[src/rtl/parity_pkg.sv]
// rtl/parity_pkg.sv - shared types and helpers for the parity checker/generator pair
package parity_pkg;

   typedef enum logic [1:0] {
      IDLE = 2'd0,
      DATA = 2'd1,
      PAR  = 2'd2
   } state_e;

   localparam logic EVEN = 1'b0;
   localparam logic ODD  = 1'b1;

   function automatic int clog2(input int n);
      int r;
      r = 0;
      while ((1 << r) < n) r++;
      return r;
   endfunction

endpackage

[src/rtl/parity_reduce.sv]
// rtl/parity_reduce.sv - XOR reduction over a word, inverted for odd parity
module parity_reduce
   import parity_pkg::*;
#(
   parameter int W          = 16,
   parameter int ODD_PARITY = 0
) (
   input  logic [W-1:0] data,
   output logic         par
);

   localparam logic INV = (ODD_PARITY != 0) ? ODD : EVEN;

   assign par = (^data) ^ INV;

endmodule

[config.mk]
export PLATFORM = sky130hd
export DESIGN_NAME = parity_reduce
export DESIGN_NICKNAME = d
export VERILOG_FILES = /design/src/rtl/parity_pkg.sv /design/src/rtl/parity_reduce.sv
export SDC_FILE = /design/constraint.sdc
export NUM_CORES = 1
export LEC_CHECK = 0
export CAP_MARGIN = 20
export CELL_PAD_IN_SITES_DETAIL_PLACEMENT = 1
export CELL_PAD_IN_SITES_GLOBAL_PLACEMENT = 2
export CORE_AREA = 2 2 39 41
export DETAILED_ROUTE_END_ITERATION = 7
export DIE_AREA = 0 0 41 43
export GPL_TIMING_DRIVEN = 0
export PLACE_DENSITY = 0.68
export SLEW_MARGIN = 10
export SYNTH_ARGS = -nofsm -noshare
export SYNTH_HDL_FRONTEND = slang
export SYNTH_SLANG_ARGS = --single-unit
export TNS_END_PERCENT = 10
[constraint.sdc]
create_clock -name vclk -period 2.7
set_clock_uncertainty 0.1 [all_clocks]
set_input_delay 0.675 -clock vclk [all_inputs]
set_output_delay 0.675 -clock vclk [all_outputs]
set_load 0.1 [all_outputs]
-- Yosys cells after proc, flatten, opt, wreduce, memory -nomap -nowiden
Cells that the tools add are included.
- word-level logic and storage cells: 1
- bits of input ports: 16
- output and inout port bits: 1
- bits in registers: 0
- reduce and logical (&&, ||, !) cells: 1
- operator list (cell ; count):
    parity 16 bit ; 1

-- Logic depth before layout (Yosys ltp)
- word-level depth: 1
- gate-level depth with buffers: 4
- mapped depth without buffers: 4

-- Least setup slack after synthesis
No wires, ideal clock.
- kind: input to output
- start: input data[5]
- end: output par
- arrival time: 2.674 ns
- path buffers: 0
- setup slack: -0.749 ns
- required time: 1.925 ns
- stages: 4
- path through: xor2_1 xnor2_1 xnor2_1 xnor2_1
- cells in the longest elaborated chain, start to end: 1
- ends and longest elaborated chain (element ; line ; RTL):
    start: declaration ; parity_reduce.sv:8 ; input logic [W-1:0] data,
    parity 16 bit ; parity_reduce.sv:14 ; assign par = (^data) ^ INV;
    end: declaration ; parity_reduce.sv:9 ; output logic par
No other way between the ends.

-- Worst setup path after layout
Same ends and word-level chain as after synthesis.

==> qor.txt <==
Status - completed
Worst Path Arrival - 1.87 ns
Crit path largest cell delay - 0.26 ns
Vias - 165
Sequential-to-total area share from yosys stat - 0%
WL final - 414 um
CLK BUF - 0
Hold path depth - 6
Fmax - 0.379 GHz
Min Tclk post-route - 2.64 ns
Hold Path Sink - par
Seq cells - 0
Initial antenna violation count - 0
Rows - 14
Die ar. - 1760 sq um
Final GP Congestion - 0.637
Slew Viols, Final - 0
Finished Cell Area - 385 sq um
Mapped Nets - 31
Reg power frac - 0%
Slew @ Worst Pin - 0.263 ns
Antenna Nets Post-Route - 0
Register area - 0 sq um
Sw Ratio - 54.6%
Critical path peak fanout - 1
Final hold vios - 0
Worst setup EP type - output pin
Pin count of the biggest net entering global routing - 2
Met1 usage - 4.14%
Setup ws final - 0.0598 ns
Area grow syn2layout - 193%
Core Area - 1380 sq um
Starting Density - 9.49%
Grt peak-use layer - met2
Total grt overflow - 0
Syn Inst Count - 15
Vias per cell - 3.44
First-pass GRT wire length - 641 um
Met3 usage - 0.524%
Remaining DRCs - 0
Number of global-route vias before repair - 197
Crit Path Category - primary input to output pin
Yosys warning count - 0
Final setup viols - 0
Critical Path Start Type - primary input
Pwr dens - 700 nW/um^2
VDD IR max - 0.000191 V
Die W - 41 um
Number of diodes - 0
Chip Height - 43 um
Ports - 17
Worst endpoint required time - 1.92 ns
Routing usage on met2 - 10.9%
DP Area - 340 sq um
Fillers - 161
Int Power - 122 uW
Area of the mapped netlist - 131 sq um
Initial DRC Count - 0
Slew headroom - 82.3%
Overall Global Routing Usage - 4.90%
PortBufs - 17
First-pass iteration count of the detailed router - 1
Net Sw Power - 147 uW
Leakage Power - 0.172 nW
Layout cells sized above 1 - 28.1%
Distinct cells, synth - 2
Area of the multi-input gates - 203 sq um
Setup bufs post-CTS - 0
Synth Area per Inst - 8.76 sq um
Max Cap Viol - 0
Layout Nets - 50
Final Cycle Share - 97.8%
Combinational cell fraction of total power - 100.0%
HP Class - primary input to output pin
Clock Power Share - 0%
Cells along the critical path - dlygate4sd2_1, xor2_1, xnor2_1, xnor2_2, xnor2_4, buf_12
WL/cell - 8.63 um
Worst min-delay path startpoint - data[6]
Pre-CTS WS - -1.19 ns
Worst path slowest cell - xnor2_1
-- kinds of logic after synthesis --
logic type	Yosys count	synth area share [%]
xor+xnor	15	100
-- cell usage in the layout, fill, tap and decap left out, drive strengths merged --
| cell | instances |
|---|---|
| dlygate4sd2 | 14 |
| xor2 | 1 |
| clkdlybuf4s15 | 2 |
| xnor2 | 14 |
| buf | 1 |
-- stage by stage --
step / hold WS [ns] / cells / setup TNS (ns) / util, % / power [mW]
3_5_place_dp: 3.24 / 48 / -1.19 / 24.6 / 0.225
2_1_floorplan: 1.90 / 15 / 0 / - / 0.172
3_3_place_gp: 3.22 / 48 / -1.16 / 24.6 / 0.222
4_1_cts: 2.15 / 48 / 0 / 25.0 / 0.262
5_1_grt: 2.17 / 48 / -0.0237 / 27.8 / 0.279
6_report: 2.12 / 48 / 0 / 27.8 / 0.270
-- power by group through the flow --
stage          Combinational (mW)  Sequential (mW)  Clock [mW]
3_3_place_gp                0.222                0           0
3_5_place_dp                0.225                0           0
6_report                    0.270                0           0
5_1_grt                     0.279                0           0
2_1_floorplan               0.172                0           0
4_1_cts                     0.262                0           0
-- how the worst max path moves through the flow --
| stage | depth (start not counted) | from | end |
|---|---|---|---|
| 2_1_floorplan | 4 | data[11] | par |
| 3_3_place_gp | 6 | data[8] | par |
| 3_5_place_dp | 6 | data[5] | par |
| 4_1_cts | 6 | data[4] | par |
| 5_1_grt | 6 | data[1] | par |
| 6_report | 6 | data[5] | par |
-- synthesized netlist by cell type --
cell     instances  area (sq um)
xnor2_1         14           123
xor2_1           1          8.76
-- layout make-up --
| class | count | area share [%] |
|---|---|---|
| timing repair buffer | 17 | 42.2 |
| tap | 16 | 5.19 |
| multi-input combinational | 15 | 52.6 |
-- critical path: cells and delay by family --
kind	cells	cell delay, ns
XOR/XNOR	4	0.75
buffers and inverters	2	0.43
-- routing by layer --
metal | vias up | wire length [um]
met2 | 17 | 239
met1 | 69 | 102
met4 | 0 | 0
met3 | 0 | 72
met5 | - | 0
li1 | 79 | -
-- what timing repair did --
item	CTS	global route
hold buffers	0	0
hold endpoints to repair	0	0
pin swaps	15	7
setup endpoints to repair	1	1
gates resized for setup	27	7
Power figures use the tool's default switching activity.
